[config.mk]
export PLATFORM = sky130hd
export DESIGN_NAME = xor8bit_descrambler_flat
export DESIGN_NICKNAME = d
export VERILOG_FILES = /design/src/rtl/xor8bit_descrambler_if.sv /design/src/rtl/xor8bit_descrambler.sv /design/src/flat_wrapper.sv
export SDC_FILE = /design/constraint.sdc
export NUM_CORES = 1
export LEC_CHECK = 0
export CORE_ASPECT_RATIO = 0.75
export CORE_MARGIN = 3
export CORE_UTILIZATION = 31
export DETAILED_ROUTE_END_ITERATION = 16
export GPL_ROUTABILITY_DRIVEN = 0
export PLACE_DENSITY = 0.63
export SYNTH_ARGS = -nofsm -noshare
export SYNTH_HDL_FRONTEND = slang
export SYNTH_SLANG_ARGS = --single-unit
[constraint.sdc]
create_clock -name clk -period 2.7 [get_ports clk]
set_input_delay 0.54 -clock clk [delete_from_list [all_inputs] [get_ports clk]]
set_output_delay 0.54 -clock clk [all_outputs]
set_load 0.03 [all_outputs]
[src/rtl/xor8bit_descrambler_if.sv]
// Byte-link handshake bundle for the descrambler: seed control, input and output streams, counter.
// With PARITY_CHECK_EN defined the bundle also carries in_parity and par_err.
interface xor8bit_descrambler_if #(
  parameter int CNT_W = 16
);
  logic             seed_load;
  logic [7:0]       seed_in;
  logic             in_bypass;
  logic [7:0]       in_data;
  logic             in_valid;
  logic             in_ready;
  logic [7:0]       out_data;
  logic             out_valid;
  logic             out_ready;
  logic [CNT_W-1:0] byte_cnt;
`ifdef PARITY_CHECK_EN
  logic             in_parity;
  logic             par_err;

  modport slave (
    input  seed_load, seed_in, in_bypass, in_data, in_valid, out_ready, in_parity,
    output in_ready, out_data, out_valid, byte_cnt, par_err
  );
  modport master (
    output seed_load, seed_in, in_bypass, in_data, in_valid, out_ready, in_parity,
    input  in_ready, out_data, out_valid, byte_cnt, par_err
  );
`else
  modport slave (
    input  seed_load, seed_in, in_bypass, in_data, in_valid, out_ready,
    output in_ready, out_data, out_valid, byte_cnt
  );
  modport master (
    output seed_load, seed_in, in_bypass, in_data, in_valid, out_ready,
    input  in_ready, out_data, out_valid, byte_cnt
  );
`endif
endinterface

[src/rtl/xor8bit_descrambler.sv]
// Descrambler: XORs each accepted byte with an x^8+x^6+x^5+x^4+1 LFSR keystream, one output register.
// Optional macro PARITY_CHECK_EN adds a sticky even-parity check on the recovered byte.
module xor8bit_descrambler #(
  parameter int         CNT_W    = 16,
  parameter logic [7:0] SEED_DEF = 8'h01
) (
  input  logic                 clk,
  input  logic                 rst,
  xor8bit_descrambler_if.slave bus
);

  logic [7:0]       r_lfsr;
  logic [7:0]       r_out_data;
  logic             r_out_valid;
  logic [CNT_W-1:0] r_byte_cnt;

  logic             w_in_ready;
  logic             w_accept;
  logic [7:0]       w_out_byte;
  logic [7:0]       w_lfsr_adv;

  // Eight Fibonacci steps unrolled so the keystream advances a whole byte per accept.
  function automatic logic [7:0] lfsr_step8(input logic [7:0] s);
    logic [7:0] v;
    v = s;
    for (int k = 0; k < 8; k++) begin
      v = {v[6:0], v[7] ^ v[5] ^ v[4] ^ v[3]};
    end
    return v;
  endfunction

  assign w_in_ready = !bus.seed_load && (!r_out_valid || bus.out_ready);
  assign w_accept   = bus.in_valid && w_in_ready;
  assign w_out_byte = bus.in_bypass ? bus.in_data : (bus.in_data ^ r_lfsr);
  assign w_lfsr_adv = lfsr_step8(r_lfsr);

  always_ff @(posedge clk) begin
    if (rst) begin
      r_lfsr      <= SEED_DEF;
      r_out_data  <= 8'h00;
      r_out_valid <= 1'b0;
      r_byte_cnt  <= '0;
    end else if (bus.seed_load) begin
      // A zero seed would lock the LFSR at zero forever.
      r_lfsr      <= (bus.seed_in == 8'h00) ? 8'h01 : bus.seed_in;
      r_out_valid <= 1'b0;
    end else if (w_accept) begin
      r_out_data  <= w_out_byte;
      r_out_valid <= 1'b1;
      r_byte_cnt  <= r_byte_cnt + CNT_W'(1);
      if (!bus.in_bypass) begin
        r_lfsr <= w_lfsr_adv;
      end
    end else if (bus.out_ready) begin
      r_out_valid <= 1'b0;
    end
  end

  assign bus.in_ready  = w_in_ready;
  assign bus.out_data  = r_out_data;
  assign bus.out_valid = r_out_valid;
  assign bus.byte_cnt  = r_byte_cnt;

`ifdef PARITY_CHECK_EN
  logic r_par_err;

  always_ff @(posedge clk) begin
    if (rst || bus.seed_load) begin
      r_par_err <= 1'b0;
    end else if (w_accept && ((^w_out_byte) != bus.in_parity)) begin
      r_par_err <= 1'b1;
    end
  end

  assign bus.par_err = r_par_err;
`endif

endmodule
[src/flat_wrapper.sv]
// flat-port wrapper written by rule: the top's interface ports become plain ports
module xor8bit_descrambler_flat 
#(
  parameter int         CNT_W    = 16,
  parameter logic [7:0] SEED_DEF = 8'h01
)
  (clk, rst, bus_seed_load, bus_seed_in, bus_in_bypass, bus_in_data, bus_in_valid, bus_out_ready, bus_in_ready, bus_out_data, bus_out_valid, bus_byte_cnt);
  xor8bit_descrambler_if #(.CNT_W(CNT_W)) bus_i ();
  input  logic clk;
  input  logic rst;
  input wire logic [$bits(bus_i.seed_load)-1:0] bus_seed_load;
  input wire logic [$bits(bus_i.seed_in)-1:0] bus_seed_in;
  input wire logic [$bits(bus_i.in_bypass)-1:0] bus_in_bypass;
  input wire logic [$bits(bus_i.in_data)-1:0] bus_in_data;
  input wire logic [$bits(bus_i.in_valid)-1:0] bus_in_valid;
  input wire logic [$bits(bus_i.out_ready)-1:0] bus_out_ready;
  output wire logic [$bits(bus_i.in_ready)-1:0] bus_in_ready;
  output wire logic [$bits(bus_i.out_data)-1:0] bus_out_data;
  output wire logic [$bits(bus_i.out_valid)-1:0] bus_out_valid;
  output wire logic [$bits(bus_i.byte_cnt)-1:0] bus_byte_cnt;
  assign bus_i.seed_load = bus_seed_load;
  assign bus_i.seed_in = bus_seed_in;
  assign bus_i.in_bypass = bus_in_bypass;
  assign bus_i.in_data = bus_in_data;
  assign bus_i.in_valid = bus_in_valid;
  assign bus_i.out_ready = bus_out_ready;
  assign bus_in_ready = bus_i.in_ready;
  assign bus_out_data = bus_i.out_data;
  assign bus_out_valid = bus_i.out_valid;
  assign bus_byte_cnt = bus_i.byte_cnt;
  xor8bit_descrambler #(.CNT_W(CNT_W), .SEED_DEF(SEED_DEF)) u_core (.clk(clk), .rst(rst), .bus(bus_i));
endmodule
=== Word level (Yosys, flattened, before mapping) ===
Cells that the tools add are included.

* Bits in registers: 33
* Input port bits: 22
* Output and inout port bits: 26

* Add/subtract/negate cells: 1
* Equal/unequal tests: 1
* Multiplexer cells: 7
* Bitwise operators: 26
* Reductions and logical operators: 11

{| class="wikitable"
|+ Operators by type and width
! cell !! count
|-
| 2-to-1 mux 8 bit || 5
|-
| bitwise XOR 1 bit || 24
|-
| adder 16 x 1 -> 16 bit (second input constant) || 1
|-
| zero test 8 bit || 1
|-
| bitwise XOR 8 bit || 1
|-
| AND reduction 2 bit || 2
|-
| nonzero test 2 bit || 2
|-
| logical AND 1 bit || 2
|-
| zero test 1 bit || 2
|-
| 2-to-1 mux 1 bit || 2
|-
| inequality test 2 bit (second input constant) || 1
|-
| OR reduction 2 bit || 1
|-
| logical OR 1 bit || 1
|-
| NOT 1 bit || 1
|}

=== Longest topological paths before layout ===
* Depth in word-level cells: 9
* Mapped depth: 7
* Mapped depth without buffers: 5

=== Least setup slack after synthesis ===
OpenSTA, ideal clock, no wires.

* Path kind: input-to-reg
* Start point: input port bus_seed_load
* End point: register u_core.r_byte_cnt[15], in the netlist u_core.bus.byte_cnt[15]
* Arrival: 1.950 ns
* Data required time: 2.630 ns
* Setup slack: 0.680 ns
* Stages on the path: 6
* Buffers on the path: 2
* Cell sequence: buf_6 -> nand2b_4 -> buf_6 -> or4_4 -> or4_1 -> a21oi_1

* Cells in the longest elaborated chain, start to end: 4
* Elaborated cells between the ends (all ways): 5
* Those cells by class: 1 x bitwise; 4 x reduce/logical

{| class="wikitable"
|+ Ends and longest elaborated chain
! element !! RTL line !! source
|-
| from (decl) || flat_wrapper.sv:11 || <nowiki>input wire logic [$bits(bus_i.seed_load)-1:0] bus_seed_load;</nowiki>
|-
| zero test 1 bit || xor8bit_descrambler.sv:32 || <nowiki>assign w_in_ready = !bus.seed_load && (!r_out_valid || bus.out_ready);</nowiki>
|-
| logical AND 1 bit || xor8bit_descrambler.sv:32 ||
|-
| logical AND 1 bit || xor8bit_descrambler.sv:33 || <nowiki>assign w_accept = bus.in_valid && w_in_ready;</nowiki>
|-
| AND reduction 2 bit (no source line) * || -- ||
|-
| to (signal assigned) || xor8bit_descrambler.sv:50 || <nowiki>r_byte_cnt <= r_byte_cnt + CNT_W'(1);</nowiki>
|-
| to (decl) || xor8bit_descrambler.sv:15 || <nowiki>logic [CNT_W-1:0] r_byte_cnt;</nowiki>
|}

Every way passes the cells marked *; elsewhere a longest branch is shown, timed or not.
A chain may end at the register's enable or synchronous reset.

=== Worst setup path after layout ===
* Start point: input port bus_out_ready
* End point: output port bus_in_ready

* Cells in the longest elaborated chain, start to end: 2

{| class="wikitable"
|+ Ends and longest elaborated chain
! element !! RTL line !! source
|-
| from (decl) || flat_wrapper.sv:16 || <nowiki>input wire logic [$bits(bus_i.out_ready)-1:0] bus_out_ready;</nowiki>
|-
| logical OR 1 bit || xor8bit_descrambler.sv:32 ||
|-
| logical AND 1 bit || xor8bit_descrambler.sv:32 ||
|-
| to (decl) || flat_wrapper.sv:17 || <nowiki>output wire logic [$bits(bus_i.in_ready)-1:0] bus_in_ready;</nowiki>
|}

No other way between the ends.

==> out/results.ini <==
[clock_tree]
clock_path_buffers=2
clk_pin_slew_ps=70
post_cts_buffers=0
cts_root_buf=clkbuf_8
cts_resized=0
cts_made_buffers=5
clock_latency_ps=280
cts_tree=yes
htreeDepth=2
cts.sinks=33
holdBufCountCts=0

[logic_synthesis]
synthDistinctLibCells=34
yosysSeqAreaShare=0.388
yosys.area.top_type=dfxtp_1
yosysWarnings=0
synthTopCellsByArea=dfxtp_1 39%, xnor2_1 13%, nor2_1 4.4%
syn_area_per_cell_um2=8.56
ys_seq_elements=33
syn-num-nets=222
syn_area_mm2=0.00170
synth_top_cell_area_share=0.388
synth_cells=199

[finish]
n_antenna_cell=0
fill_cells=504
layout_common_cells=47 x clkdlybuf4s50_1, 33 x dfxtp_1, 25 x xnor2_1
syn2layout_area_growth_pct=37.9
fin_nets=270
regArea_um2=661
drive_gt1_frac=0.0726
multi_input_area_um2=973
final_core_util=0.461
final_common_cell=clkdlybuf4s50_1
post-route-cell-area_mm2=0.00235

[timing]
maxSlewViolCount=0
worstMarginPinSlew_ps=556
clock_skew_ps=6.50
rsz0062_at_grt=false
finalHoldViolCount=0
finalCriticalPeriod_ps=2420
fin_tns_setup_ps=0
setup_viol=0
fin_crit_sh=0.898
slew_headroom=0.626
fmax_mhz=413

[route]
dr.pass1.iters=4
postRouteAntennaNets=0
first_iter_violations=62
vias=1541
drc=0
wl_mm=4.03
viasPerCell=4.82
wl_per_cell_um=12.6

[critical_path]
path_depth=4
critPathRequiredTime_ps=2160
r2r_cells=5
crit_path_max_fanout=3
cp_cell_sequence=clkdlybuf4s50_1 > nor2b_1 > nor2_1 > clkdlybuf4s50_1
cp_num_buf_inv=2
crit_family=buffers and inverters
cp-start-kind=input pin
cpMostUsedCell=clkdlybuf4s50_1
crit_type=input pin to output pin
crit_slowest_cell=clkdlybuf4s50_1
end_kind=output pin
arrival_ps=1880
slowest_delay_ps=600

[worst_hold_path]
hp-class=flip-flop to flip-flop
min_path_cells=2

[global_routing]
grt_pass1_vias=1439
grt_pass1_wl_mm=6.89
grt_max_degree=22
grt_usage=0.132
antenna_found_initial=0
grt-ovfl-total=0

[status]
status=finished clean

[flow_run]
cap_violations=0

[floorplan]
die_w_um=91.6
start_util=0.334
dieArea_mm2=0.00643
core-area_mm2=0.00509
io_pins=48
die_y_um=70.2
rows=22

[power]
ir_drop_mv=0.242
leakage_nw=0.767
powerDensity_mw_per_mm2=491

[placement]
hpwl_mm=3.01
dpl_cell_area_mm2=0.00225
port_buffers=47

[tightest hold or removal path, stage by stage (launching register included)]
cell,delay [ps]
dfxtp_1,330
o31ai_1,70
a21oi_1,60
[sequential cells by signal, indices dropped and copies added (netlist names)]
name	flops
u_core.bus.byte_cnt	16
u_core.bus.out_data	8
u_core.r_lfsr	8
u_core.bus.out_valid	1
[path summary, 6_finish.rpt]
| kind | startpoint | end | slack (ps) |
|---|---|---|---|
| max | bus_out_ready | bus_in_ready | 280 |
| min | u_core.bus.byte_cnt[15]$_SDFFE_PP0P_ | u_core.bus.byte_cnt[15]$_SDFFE_PP0P_ | 500 |
| max reg2reg | u_core.bus.out_valid$_SDFFE_PP0P_ | u_core.bus.byte_cnt[15]$_SDFFE_PP0P_ | 840 |
| min reg2reg | u_core.bus.byte_cnt[15]$_SDFFE_PP0P_ | u_core.bus.byte_cnt[15]$_SDFFE_PP0P_ | 500 |
[Yosys cell counts (all sizes together)]
library cell,number
a31oi,6
a211oi,8
nor3b,1
nor4,4
dfxtp,33
or3b,1
a31o,1
nand2,17
and4,1
o21ai,7
nor4b,1
nand4,2
nand3b,7
a21oi,11
nor3,4
a21o,1
xor2,5
buf,3
xnor2,25
clkbuf,9
nand2b,3
or3,6
or4,3
ha,1
a22oi,2
inv,2
nand3,4
o31ai,1
xnor3,1
nor2,20
nor2b,9
[cells by family (layout without fill, tap and decap cells)]
| kind of cell | after synthesis | after routing | synth area share |
|---|---|---|---|
| buffers and inverters | 14 | 63 | 0.0404 |
| AND/OR/NAND/NOR | 83 | 83 | 0.264 |
| AO/OA/AOI/OAI | 37 | 37 | 0.133 |
| flip-flops | 33 | 33 | 0.388 |
| adder cells (fa/ha/maj) | 1 | 1 | 0.00735 |
| XOR/XNOR | 31 | 31 | 0.168 |
[metal layers]
layer	global-route usage	wire [µm]
met5	0	0
met3	0.0398	243
met4	0.0401	34
met2	0.194	1760
met1	0.183	1990
[power by group]
part           internal, mW  switching (mW)
sequential            0.507          0.0218
clock                 0.230           0.177
combinational         0.115           0.102
total                 0.852           0.301
[metrics by stage]
| step | std cells | setup slack (ps) | total power [mW] | hold slack (ps) |
|---|---|---|---|---|
| after CTS | 320 | 275 | 1.17 | 503 |
| after global routing | 320 | 212 | 1.21 | 530 |
| after detailed placement | 312 | 229 | 0.758 | 491 |
| after global placement | 312 | 263 | 0.757 | 480 |
| final | 320 | 277 | 1.15 | 498 |
| after floorplan | 199 | 680 | 0.676 | 522 |
[cell type report]
| class | instances | area share |
|---|---|---|
| Clock buffer | 7 | 0.0410 |
| Clock inverter | 1 | 0.00213 |
| Inverter | 2 | 0.00320 |
| Multi-Input combinational cell | 152 | 0.414 |
| Sequential cell | 33 | 0.281 |
| Tap cell | 72 | 0.0384 |
| Timing Repair Buffer | 53 | 0.219 |
No activity file was read; power rests on OpenSTA's default activity.
==> edit, RTL diff (config.mk and constraints unchanged) <==
`CNT_W` is set to 16 in 3 places; all go to 12.
--- a/src/rtl/xor8bit_descrambler_if.sv
+++ b/src/rtl/xor8bit_descrambler_if.sv
@@ -3,3 +3,3 @@
 interface xor8bit_descrambler_if #(
-  parameter int CNT_W = 16
+  parameter int CNT_W = 12
 );
--- a/src/rtl/xor8bit_descrambler.sv
+++ b/src/rtl/xor8bit_descrambler.sv
@@ -3,3 +3,3 @@
 module xor8bit_descrambler #(
-  parameter int         CNT_W    = 16,
+  parameter int         CNT_W    = 12,
   parameter logic [7:0] SEED_DEF = 8'h01
--- a/src/flat_wrapper.sv
+++ b/src/flat_wrapper.sv
@@ -3,3 +3,3 @@
 #(
-  parameter int         CNT_W    = 16,
+  parameter int         CNT_W    = 12,
   parameter logic [7:0] SEED_DEF = 8'h01
Interface: changed (resized bus_byte_cnt); port bits go from 48 to 44. The function was not compared with the original's and may differ.
==> edit against the original RTL <==
- power down 8.0%
- non-clock buffer count down 2
- worst setup slack better by 0.21 ns
- largest cell class unchanged
- final area down 8.6%
- sequential cell count down 4
- clock power down 10%
- area after synthesis down 8.4%
- wire length down 8.3%
==> edit: results <==
set metrics [dict create \
    arrival_ns 2.42 \
    nFillCells 473 \
    skew_ns 0.005720 \
    slew_headroom_pct 58.82 \
    ys_types 35 \
    synth_nets 204 \
    whs_ns 0.4867 \
    grt_pass1_vias 1277 \
    status "completed" \
    slowest_delay_ns 0.66 \
    vdd_drop_max_v 0.0002382 \
    worstPathMaxFanout 9 \
    ctsResizeCount 0 \
    synth_edf_count 0 \
    grt_max_degree 19 \
    wl_per_cell_um 13.06 \
    netlist_top_cells_count "dfxtp_1, xnor2_1, nor2_1" \
    crit_family "simple AND/OR/NAND/NOR gates" \
    pre_cts_ws_ns 0.1918 \
    largest_register_ffs 12 \
    r2r_slack_ns 0.76 \
    ys_seq_area_share_pct 37.21 \
    layout.nets 249 \
    gr-usage-all-layers_pct 13.43 \
    antenna_left 0 \
    synthFlopType "dfxtp_1" \
    slowest_stage "or4b_1" \
    place_area_mm2 0.002059 \
    min_path_type "flop to flop" \
    drive_above_1_share_pct 10.18 \
    fin_crit_ns 2.212 \
    synth_area_leaders "dfxtp_1, xnor2_1, a211oi_1" \
    vias 1405 \
    cts-htree-levels 2 \
    grt_use_met3_pct 4.024 \
    yosysWarnings 0 \
    drtIter0Drc 74 \
    port_buffers 43 \
    use_met1_pct 18.06 \
    dp_hpwl_um 2743 \
    first_pass_iters 4 \
    p_leak_nw 0.7374 \
    grt_pass1_wl_um 6147 \
    p_int_mw 0.7727 \
    use_met2_pct 19.74 \
]
[edit: cell types whose count changed after synthesis, moves of 3 or more]
cell / change
o21ai_0: -3
nand3b_1: -7
nand2_1: -3
or3_1: -3
xnor2_1: -4
dfxtp_1: -4
nand3_1: +4
nor2_1: -4
[edit: layout make-up]
type | count | share of cell area [%]
Clock buffer | 7 | 4.023
Inverter | 4 | 0.6997
Multi-Input combinational cell | 135 | 42.16
Sequential cell | 29 | 27.06
Tap cell | 57 | 3.324
Timing Repair Buffer | 51 | 22.74
[edit: cell families after synthesis]
| group | share of synthesized area, % |
|---|---|
| simple gates | 25.26 |
| compound gates | 13.07 |
| flops | 37.21 |
| xor+xnor | 17.48 |
| buf+inv | 4.811 |
| mux | 1.363 |
| fa+ha+maj | 0.8018 |
[edit: power groups by stage]
stage                     Combinational, mW  Sequential [mW]  Clock [mW]
final                                 0.223            0.472       0.366
after global routing                  0.244            0.475       0.396
after CTS                             0.225            0.472       0.374
after detailed placement              0.223            0.482           0
after global placement                0.222            0.481           0
after floorplan                       0.127            0.493           0
[edit: worst register-to-register path: stages (launching register included)]
cell and delay (ns):
dfxtp_1 0.38, ha_1 0.18, nand2_1 0.05, or4b_1 0.57, or4_1 0.53, a21oi_1 0.14
[edit: path summary, 6_finish.rpt]
path | end | depth (start not counted) | startpoint
min reg2reg | u_core.bus.byte_cnt[11] | 2 | u_core.bus.byte_cnt[11]
max | u_core.bus.byte_cnt[11] | 5 | bus_out_ready
min | u_core.bus.byte_cnt[11] | 2 | u_core.bus.byte_cnt[11]
max reg2reg | u_core.bus.byte_cnt[10] | 5 | u_core.bus.byte_cnt[0]
[edit: routing by layer]
metal | routed length [um] | part of all wire, %
met1 | 1791 | 48
met4 | 70 | 1.9
met2 | 1616 | 44
met3 | 216 | 5.8
met5 | 0 | 0
[edit: through the flow]
| stage | cells | util (%) | total power [mW] |
|---|---|---|---|
| 6_report | 283 | 46.14 | 1.061 |
| 3_3_place_gp | 276 | 44.28 | 0.7035 |
| 2_1_floorplan | 181 | - | 0.6203 |
| 4_1_cts | 283 | 46.14 | 1.071 |
| 3_5_place_dp | 276 | 44.28 | 0.7052 |
| 5_1_grt | 283 | 46.14 | 1.116 |
